File: src/rtl/rv_pkg.sv
// rtl/rv_pkg.sv - shared integer-core sizing and writeback source indices
package rv_pkg;
  localparam int WORD_SIZE = 32;
  localparam int NUM_REGS  = 32;
  localparam int REG_SEL   = $clog2(NUM_REGS);

  localparam int SRC_ALU  = 0;
  localparam int SRC_LOAD = 1;
  localparam int SRC_CSR  = 2;
endpackage

File: src/rtl/rr_arbiter.sv
// rtl/rr_arbiter.sv - round-robin one-hot grant with a rotating priority pointer
module rr_arbiter #(
  parameter int N  = 3,
  parameter int PW = (N > 1) ? $clog2(N) : 1
) (
  input  logic         clk,
  input  logic         rst,
  input  logic [N-1:0] req,
  output logic [N-1:0] grant
);
  logic [PW-1:0] ptr;
  logic [PW-1:0] idx;
  logic [PW-1:0] gidx;
  logic          found;
  int            pos;

  // Walk ptr, ptr+1, ... modulo N; the first requester wins.
  always_comb begin
    grant = '0;
    gidx  = '0;
    found = 1'b0;
    pos   = 0;
    idx   = '0;
    for (int k = 0; k < N; k++) begin
      pos = int'(ptr) + k;
      if (pos >= N) pos = pos - N;
      idx = PW'(pos);
      if (!found && req[idx]) begin
        found = 1'b1;
        gidx  = idx;
      end
    end
    if (found && rst) grant[gidx] = 1'b1;
  end

  always_ff @(posedge clk) begin
    if (!rst) begin
      ptr <= '0;
    end else if (found) begin
      ptr <= (gidx == PW'(N - 1)) ? '0 : gidx + 1'b1;
    end
  end
endmodule

File: src/rtl/wb_arbiter.sv
// rtl/wb_arbiter.sv - writeback arbiter, registered register-file write port and busy scoreboard
module wb_arbiter #(
  parameter int WORD_SIZE = rv_pkg::WORD_SIZE,
  parameter int NUM_REGS  = rv_pkg::NUM_REGS,
  parameter int REG_SEL   = $clog2(NUM_REGS),
  parameter int NUM_SRC   = 3
) (
  input  logic                         clk,
  input  logic                         rst,
  input  logic [NUM_SRC-1:0]           srcValid,
  input  logic [NUM_SRC*REG_SEL-1:0]   srcSel,
  input  logic [NUM_SRC*WORD_SIZE-1:0] srcData,
  output logic [NUM_SRC-1:0]           srcReady,
  input  logic                         issueValid,
  input  logic [REG_SEL-1:0]           issueRd,
  output logic [NUM_REGS-1:0]          busy,
  output logic                         wCtrl,
  output logic [REG_SEL-1:0]           wSel,
  output logic [WORD_SIZE-1:0]         wData
);
  import rv_pkg::*;

  logic [NUM_SRC-1:0]   grant;
  logic                 any_grant;
  logic [REG_SEL-1:0]   gsel;
  logic [WORD_SIZE-1:0] gdata;
  logic [NUM_REGS-1:0]  busy_next;

  rr_arbiter #(.N(NUM_SRC)) u_rr (
    .clk   (clk),
    .rst   (rst),
    .req   (srcValid),
    .grant (grant)
  );

  assign srcReady  = grant;
  assign any_grant = |grant;

  always_comb begin
    gsel  = '0;
    gdata = '0;
    for (int i = 0; i < NUM_SRC; i++) begin
      if (grant[i]) begin
        gsel  = srcSel[i*REG_SEL +: REG_SEL];
        gdata = srcData[i*WORD_SIZE +: WORD_SIZE];
      end
    end
  end

  // Clear first so a same-edge issue to the same register keeps it busy.
  always_comb begin
    busy_next = busy;
    if (wCtrl) busy_next[wSel] = 1'b0;
    if (issueValid && (issueRd != '0)) busy_next[issueRd] = 1'b1;
    busy_next[0] = 1'b0;
  end

  always_ff @(posedge clk) begin
    if (!rst) begin
      wCtrl <= 1'b0;
      wSel  <= '0;
      wData <= '0;
      busy  <= '0;
    end else begin
      busy  <= busy_next;
      wCtrl <= any_grant && (gsel != '0);
      if (any_grant) begin
        wSel  <= gsel;
        wData <= gdata;
      end
    end
  end
endmodule

File: config.mk
export PLATFORM = sky130hd
export DESIGN_NAME = wb_arbiter
export DESIGN_NICKNAME = d
export VERILOG_FILES = /design/src/rtl/rv_pkg.sv /design/src/rtl/rr_arbiter.sv /design/src/rtl/wb_arbiter.sv
export SDC_FILE = /design/constraint.sdc
export NUM_CORES = 1
export LEC_CHECK = 0
export ABC_CLOCK_PERIOD_IN_PS = 2500
export BUFFER_PORTS_ARGS = -buffer_cell sky130_fd_sc_hd__buf_4
export CAP_MARGIN = 20
export CORE_MARGIN = 8
export CORE_UTILIZATION = 41
export CTS_BUF_LIST = sky130_fd_sc_hd__clkbuf_8
export DETAILED_ROUTE_END_ITERATION = 8
export PLACE_DENSITY = 0.86
export SYNTH_ARGS = -nofsm -noshare
export SYNTH_HDL_FRONTEND = slang
export SYNTH_SLANG_ARGS = --single-unit
File: constraint.sdc
create_clock -name clk -period 2.5 [get_ports clk]
set_input_delay 0 -clock clk [delete_from_list [all_inputs] [get_ports clk]]
set_output_delay 0 -clock clk [all_outputs]
set_load 0.02 [all_outputs]
* Yosys cells after proc, flatten, opt, wreduce, memory -nomap -nowiden
Index checks and enable logic that the tools add are counted.
** Operators by class
- $lt $le $gt $ge :: 12
- Bitwise gates (word level) :: 3
- Multiplexer cells :: 31
- Reductions and logical operators :: 13
- $add $sub $neg :: 6
- Equal/unequal tests :: 1
** Operator list (number)
- $mux 32 :: 5
- $and 32x32->32 :: 1
- $not 32->32 :: 1
- $or 32x32->32 :: 1
- $mux 5 :: 3
- $mux 2 :: 7
- $lt 2x3->1 const B :: 4
- $lt 5x6->1 const B :: 2
- $demux 1 s5 :: 2
- $ge 5x1->1 const B :: 2
- $reduce_bool 5->1 :: 2
- $mux 1 :: 9
- $logic_and 1x1->1 :: 8
- $bmux 1 s2 :: 3
- $ge 3x2->1 const B :: 2
- $sub 2x1->2 const B :: 2
- $add 2x1->3 const B :: 1
- $add 2x2->3 const B :: 1
- $mux 3 :: 1
- $reduce_or 3->1 :: 1
- $add 2x1->2 const B :: 1
- $demux 1 s2 :: 1
- $eq 2x2->1 const B :: 1
- $ge 2x1->1 const B :: 1
- 3 further kinds :: 4
** Storage, ports and cells
- Word-level logic and storage cells :: 72
- Flip-flop bits (word level) :: 72
- Bits of input ports :: 122
- Output and inout port bits :: 73

* Longest topological paths before layout
Gate-level depths: netlist of run 1.
- Depth in word-level cells :: 21
- Mapped depth :: 11
- Depth with buffers taken out :: 9

* Cells and area by module
A second synthesis of run 1 with hierarchy kept.
** Second synthesis, totals
- Cells, all modules :: 430
- Area total of the unflattened synthesis :: 3637.2 um^2
** Modules (own cells, without submodules)
- wb_arbiter :: area each 3245.6 um^2, cells an instance 382, times used 1
- rr_arbiter :: area each 391.6 um^2, cells an instance 48, times used 1

* Worst setup path after synthesis of run 1
No wires, ideal clock.
- Path kind :: register -> register
- Start point :: reg u_rr.ptr[0]
- End point :: reg wData[15]
- Library setup time :: 0.132 ns
- Setup slack :: -0.154 ns
- Required time :: 2.368 ns
- Cell stages (with the launch flop) :: 12
- Arrival :: 2.521 ns
- Buffers on the path :: 2
- Cell sequence :: dfxtp_1 inv_1 ha_1 buf_4 nor2b_4 o21a_4 or4b_4 a211oi_4 a311oi_4 buf_6 a222oi_1 a21oi_1
** Between the ends
- Cells in the longest elaborated chain, start to end :: 19
** Ends and longest elaborated chain
- from (decl) :: line rr_arbiter.sv:11 : logic [PW-1:0] ptr;
- from (signal assigned) :: line rr_arbiter.sv:40 : ptr <= (gidx == PW'(N - 1)) ? '0 : gidx + 1'b1;
- branches (longest 15 deep; another with $add 2x1->3)
- $mux 3 * :: line rr_arbiter.sv:33 : if (found && rst) grant[gidx] = 1'b1;
- $mux 32 (3 in series) :: line wb_arbiter.sv:43 : if (grant[i]) begin
- to (signal assigned) :: line wb_arbiter.sv:69 : wData <= gdata;
- to (decl) :: line wb_arbiter.sv:19 : output logic [WORD_SIZE-1:0] wData
Mark *: on every way between the ends. The select of a mux whose other input is x is not followed.
A chain may end at the register's enable or synchronous reset.

* Final worst setup path of run 1
- Start point :: reg u_rr.ptr[0]
- End point :: reg wData[4]
The elaborated chain is that of the path after synthesis.

==> results.py, run 1 <==
metrics = {
    "placed_design": {
        "gp_congestion": 0.900,
        "dpl.hpwl_um": 9920,
        "port_buffers": 193,
    },
    "die": {
        "start_util_pct": 41.9,
        "die_area_mm2": 0.0115,
        "io_pins": 195,
        "die-height_um": 107,
        "rows": 33,
        "die_x_um": 107,
        "core_area_mm2": 0.00818,
    },
    "sta": {
        "fmax_ghz": 0.364,
        "post-route-period-util_pct": 110,
        "setup_violations": 40,
        "rsz0062_at_grt": "true",
        "finalHoldViolations": 0,
        "fin_skew_ns": 0.0146,
        "fin_setup_tns_ns": -6.49,
        "max_slew_margin_pct": 36.4,
        "worst_pin_slew_ns": 0.953,
        "maxSlewViolCount": 0,
        "worst_slack_ns": -0.245,
        "final.min_clock_period_ns": 2.75,
    },
    "logic_synthesis": {
        "synth_edf_count": 0,
        "synth_top_area_share_pct": 41.5,
        "syn_area_mm2": 0.00343,
        "synth.distinct_cells": 45,
        "synth_warnings": 0,
        "synth_ff_type": "dfxtp_1",
        "synthSimpleGateAreaFrac_pct": 19.6,
        "synthCells": 396,
        "ys_top_cells_by_area": "dfxtp_1 41%, a222oi_1 10%, a21oi_1 9.3%",
        "synthAdderAreaFrac_pct": 1.46,
        "yosys.area.top_type": "dfxtp_1",
        "syn_area_per_cell_um2": 8.65,
        "synth-seq-area-share_pct": 41.5,
        "synth_xor_area_share_pct": 0,
        "yosysMostFrequentCell": "nand2_1",
        "synth_seq_cells": 71,
        "synthTopCellsByCount": "74 x nand2_1, 71 x dfxtp_1, 64 x a21oi_1",
        "muxShareOfSynthArea_pct": 1.46,
        "synth_compound_area_share_pct": 30.2,
        "syn_nets": 522,
        "synth_top_family_by_area": "compound AO/OA/AOI/OAI gates",
        "async_reset_ff_share_pct": 0,
    },
    "critical_path": {
        "path_delay_family": "compound AO/OA/AOI/OAI gates",
        "crit_path_end_kind": "flop",
        "cp.required_ns": 2.70,
        "cp_max_fo": 26,
        "cp_cell_sequence": "inv_4 -> ha_4 -> nor2b_4 -> o21a_4 -> or4b_4 -> a211oi_4 -> a311oi_4 -> buf_12 -> a222oi_1 -> a21oi_1",
        "crit_arrival_ns": 2.94,
        "worstSetupPathType": "flop to flop",
        "slowest_delay_ns": 0.49,
        "start_kind": "flop",
        "crit_slowest_cell": "or4b_4",
        "path_buf_inv": 2,
    },
    "route": {
        "wl_per_cell_um": 21.4,
        "first_iter_violations": 479,
        "wirelength_um": 17900,
        "drtPass1Iterations": 8,
        "drtAntennaViolNets": 0,
        "vias": 4851,
        "drcViolationCount": 0,
        "via_per_inst": 5.82,
    },
    "clock_network": {
        "cts_sinks": 71,
        "cts-root-buf": "clkbuf_8",
        "cts_buffers": 9,
        "clkTransAtPathRegs_ns": 0.09,
        "cts_max_level": 3,
        "cts_tree": "done",
        "cts_buffer_depth": 2,
        "insertion_delay_ns": 0.35,
    },
    "run_status": {
        "status": "finished with violations",
        "violations": "negative setup slack",
    },
    "grt": {
        "antenna_found_initial": 1,
        "grt-ovfl-total": 0,
        "grt_pass1_wl_um": 25700,
        "grt_max_degree": 64,
        "grt_pass1_vias": 5043,
        "grt_usage_pct": 28.2,
    },
    "flow_run": {
        "drv_cap": 0,
    },
    "power": {
        "power_density_mw_per_mm2": 967,
        "p_leak_uw": 0.00287,
        "peakVddDrop_v": 0.000889,
    },
    "cells_and_area": {
        "area.growth.synth_to_final_pct": 95.1,
        "fillers": 474,
        "drive_above_1_share_pct": 39.4,
        "utilization_pct": 81.8,
        "fin_nets": 846,
    },
    "min_path": {
        "min_path_type": "input pin to flop",
    },
}
-- worst reg2reg max path, delay by kind of cell, from the launching register on --
kind,cells,cell delay [ns]
adder cells (fa/ha/maj),1,0.30
flip-flops,1,0.40
AND/OR/NAND/NOR,2,0.55
AO/OA/AOI/OAI,5,1.10
buffers and inverters,2,0.24
-- layer usage --
layer,routed length [µm],vias to the layer above,track usage (%)
li1,-,2139,-
met1,6160,2240,29.0
met2,8790,375,48.0
met3,1800,97,9.40
met4,1100,0,18.6
met5,0,-,0
-- through the flow --
step,worst slack (ns),area [µm²],std cells,hold slack (ns),power [µW]
floorplan,-0.0360,3450,396,0.124,3490
global placement,-0.0615,5050,685,0.228,4590
detailed placement,-0.117,5050,685,0.230,4680
CTS,-0.177,6410,811,0.00234,5890
global route,-0.348,6680,831,0.0364,6730
finish,-0.245,6690,834,0.0269,6460
-- area by class of cell --
type	count	area, µm²	share of cell area (%)
inverter	4	17.5	0.262
timing repair buffer	343	2980	44.6
clock buffer	9	124	1.85
antenna	4	10.0	0.150
sequential	71	1430	21.4
clock inverter	7	73.8	1.10
tap	105	131	1.97
multi-input combinational	291	1920	28.7
-- worst paths after layout --
path                            cells after the start  slack [ns]        start        to
worst max-delay path                               10       -0.25  u_rr.ptr[0]  wData[4]
worst min-delay path                                4        0.03    srcSel[2]   wSel[2]
worst max register to register                     10       -0.25  u_rr.ptr[0]  wData[4]
worst min register to register                      2        0.47     wData[7]  wData[7]
-- cell families (layout without fill, tap and decap cells) --
family	after synthesis	count (layout)
AOI/OAI and AO/OA	147	147
adders and majority gates	4	4
buffers and inverters	34	363
DFF	71	71
muxes	5	5
other	1	5
and+or+nand+nor	134	134
-- cell usage in the layout (no fill, tap or decap), drive strengths merged, types with 2 or more instances in the layout --
cell and instances:
a211oi 2, a21boi 2, a21oi 64, a222oi 35, a22o 2, and3 3
and3b 4, buf 238, clkbuf 10, clkinv 2, clkinvlp 4, dfxtp 71
diode 4, dlygate4sd3 104, ha 4, inv 4, mux2i 5, nand2 74
nand2b 4, nand3 13, nand3b 7, nor2 9, nor2b 5, nor3 3
nor3b 4, o21ai 34, o31ai 2, or3b 3
-- report_power, final --
part	internal [µW]	switching, µW
clock	461	491
combinational	1820	1960
sequential	1450	275
-- timing repair --
action / in CTS / in global routing
hold buffers: 104 / 0
hold endpoints to repair: 39 / 0
buffers inserted: 5 / 17
resized for setup: 14 / 19
endpoints found under the setup margin: 39 / 41
pin swaps: 6 / 22
cloned: 1 / 2
-- registers in the layout, indices dropped and copies added (netlist names) --
register	cells
u_rr.ptr	2
busy	31
wData	32
wCtrl	1
wSel	5
No activity file was read; power rests on OpenSTA's default activity.
==> run 2, diff against run 1 <==
--- a/config.mk
+++ b/config.mk
@@ -12,6 +12,7 @@
 export CORE_UTILIZATION = 41
 export CTS_BUF_LIST = sky130_fd_sc_hd__clkbuf_8
 export DETAILED_ROUTE_END_ITERATION = 8
+export GPL_TIMING_DRIVEN = 0
 export PLACE_DENSITY = 0.86
 export SYNTH_ARGS = -nofsm -noshare
 export SYNTH_HDL_FRONTEND = slang
==> results.py, run 2 (synthesis results as in run 1) <==
metrics = {
    "critical_path": {
        "crit_path_end_kind": "flop",
        "cp-startpoint": "u_rr.ptr[0]",
        "cp_cell_sequence": "inv_4 -> ha_4 -> nor2b_4 -> o21a_4 -> nor3_4 -> mux2i_2 -> a311oi_4 -> buf_6 -> clkbuf_16 -> a222oi_1 -> a21oi_1",
        "r2r-end": "wData[28]",
        "crit_arrival_ns": 3.29,
        "worstSetupPathType": "flop to flop",
        "cp.required_ns": 2.70,
        "timing.rr.start": "u_rr.ptr[0]",
        "crit_slowest_cell": "a222oi_1",
        "slowest_delay_ns": 0.44,
        "start_kind": "flop",
        "r2r_cells": 11,
        "regToRegSetupSlack_ns": -0.59,
        "cp_max_fo": 6,
    },
    "route": {
        "drtPass1Iterations": 6,
        "first_iter_violations": 450,
        "vias": 5073,
        "via_per_inst": 5.98,
        "wirelength_um": 19000,
        "wl_per_cell_um": 22.4,
        "drcViolationCount": 0,
        "drtAntennaViolNets": 0,
    },
    "die": {
        "core_area_mm2": 0.00818,
        "die_area_mm2": 0.0115,
        "rows": 33,
        "io_pins": 195,
        "die_x_um": 107,
        "start_util_pct": 41.9,
        "die-height_um": 107,
    },
    "clock_network": {
        "cts-root-buf": "clkbuf_8",
        "cts_sinks": 71,
        "cts_tree": "done",
        "cts_buffer_depth": 2,
        "clkTransAtPathRegs_ns": 0.09,
        "cts_buffers": 9,
        "insertion_delay_ns": 0.35,
        "cts_max_level": 3,
    },
    "sta": {
        "maxSlewViolCount": 0,
        "worst_pin_slew_ns": 0.970,
        "fmax_ghz": 0.323,
        "worst_slack_ns": -0.595,
        "rsz0062_at_grt": "true",
        "setup_violations": 40,
        "final.min_clock_period_ns": 3.09,
        "fin_skew_ns": 0.0143,
        "finalHoldViolations": 0,
        "max_slew_margin_pct": 35.2,
        "post-route-period-util_pct": 124,
        "fin_setup_tns_ns": -11.00,
    },
    "grt": {
        "grt_usage_pct": 29.3,
        "antenna_found_initial": 0,
        "grt_pass1_wl_um": 26600,
        "grt_pass1_vias": 5224,
        "grt-ovfl-total": 0,
        "grt_max_degree": 15,
    },
    "cells_and_area": {
        "layout_commonest_cell": "buf_4",
        "area.growth.synth_to_final_pct": 98.4,
        "fin_nets": 861,
        "fin_area_mm2": 0.00680,
        "instances_no_fill": 849,
        "register_area_mm2": 0.00143,
        "layout_common_cells": "218 x buf_4, 101 x dlygate4sd3_1, 73 x nand2_1",
        "fillers": 458,
        "largest_reg_flops": 32,
        "drive_above_1_share_pct": 40.7,
        "largest-register": "wData",
        "multi_input_area_mm2": 0.00198,
        "reg_top3": "wData x32, busy x31, wSel x5",
    },
    "power": {
        "p_leak_uw": 0.00295,
        "power_density_mw_per_mm2": 1020,
        "peakVddDrop_v": 0.000922,
    },
    "placed_design": {
        "gp_congestion": 0.898,
        "postPlaceCellArea_mm2": 0.00503,
        "dp_cells": 694,
        "dpl.hpwl_um": 10500,
        "port_buffers": 193,
    },
    "min_path": {
        "hold_end": "busy[3]",
        "min_path_type": "input pin to flop",
        "hold_path_startpoint": "issueRd[2]",
        "holdPathStages": 4,
    },
    "run_status": {
        "status": "finished with violations",
        "violations": "negative setup slack",
    },
    "flow_run": {
        "drv_cap": 0,
    },
}
## run 2: cell count changes in the layout (fill, tap and decap cells not counted), moves of 3 or more
cell | before | now
buf_12 | 6 | 1
buf_4 | 223 | 218
buf_6 | 5 | 13
clkbuf_1 | 0 | 11
clkbuf_2 | 0 | 4
clkinvlp_4 | 4 | 0
dlygate4sd3_1 | 104 | 101
## run 2: what timing repair did
item                                    4_1_cts  5_1_grt
hold buffers                                101        0
buffers inserted                             21       14
pin swaps                                    18       34
cloned                                        1        1
endpoints found under the setup margin       41       41
gates resized for setup                      22       41
hold endpoints to repair                     38        0
## run 2: how the worst max path moves through the flow
stage | cells past startpoint | end
6_report | 11 | wData[28]
5_1_grt | 11 | wData[28]
4_1_cts | 11 | wData[3]
3_5_place_dp | 10 | wData[2]
3_3_place_gp | 10 | wData[15]
2_1_floorplan | 11 | wData[15]
## run 2: stage by stage
step	setup slack [ns]	hold WS (ns)	total power (µW)	util [%]
after floorplan	-0.0360	0.124	3490	-
after global placement	-0.386	0.223	4510	61.5
after detailed placement	-0.460	0.226	4600	61.5
after CTS	-0.296	0.00260	6110	79.5
after global routing	-0.610	0.0232	7150	83.0
final	-0.595	0.0205	6920	83.2
## run 2: layer usage
metal	GRT usage (%)	routed length (µm)
met5	0	0
met4	20.6	1390
met3	10.1	1900
met2	50.9	9370
met1	28.7	6340
## run 2: area by class of cell
cell class	instances	area share [%]
Clock inverter	7	1.51
Clock buffer	9	1.82
Buffer	27	2.91
Sequential cell	71	21.0
Antenna cell	4	0.147
Timing Repair Buffer	331	41.2
Tap cell	105	1.93
Multi-Input combinational cell	291	29.2
Inverter	4	0.258
## run 2: worst max-delay path, delay by kind of cell, from the launching register on
kind                       cells  cell delay (ns)
muxes                          1             0.38
adders and majority gates      1             0.30
and+or+nand+nor                2             0.45
buffers and inverters          3             0.38
AOI/OAI and AO/OA              4             1.04
DFF                            1             0.41
## run 2: report_power, final
| part | switching [µW] | leakage (µW) | internal (µW) |
|---|---|---|---|
| registers | 272 | 0.000581 | 1450 |
| logic | 2200 | 0.00225 | 1920 |
| clock network | 498 | 0.000116 | 576 |
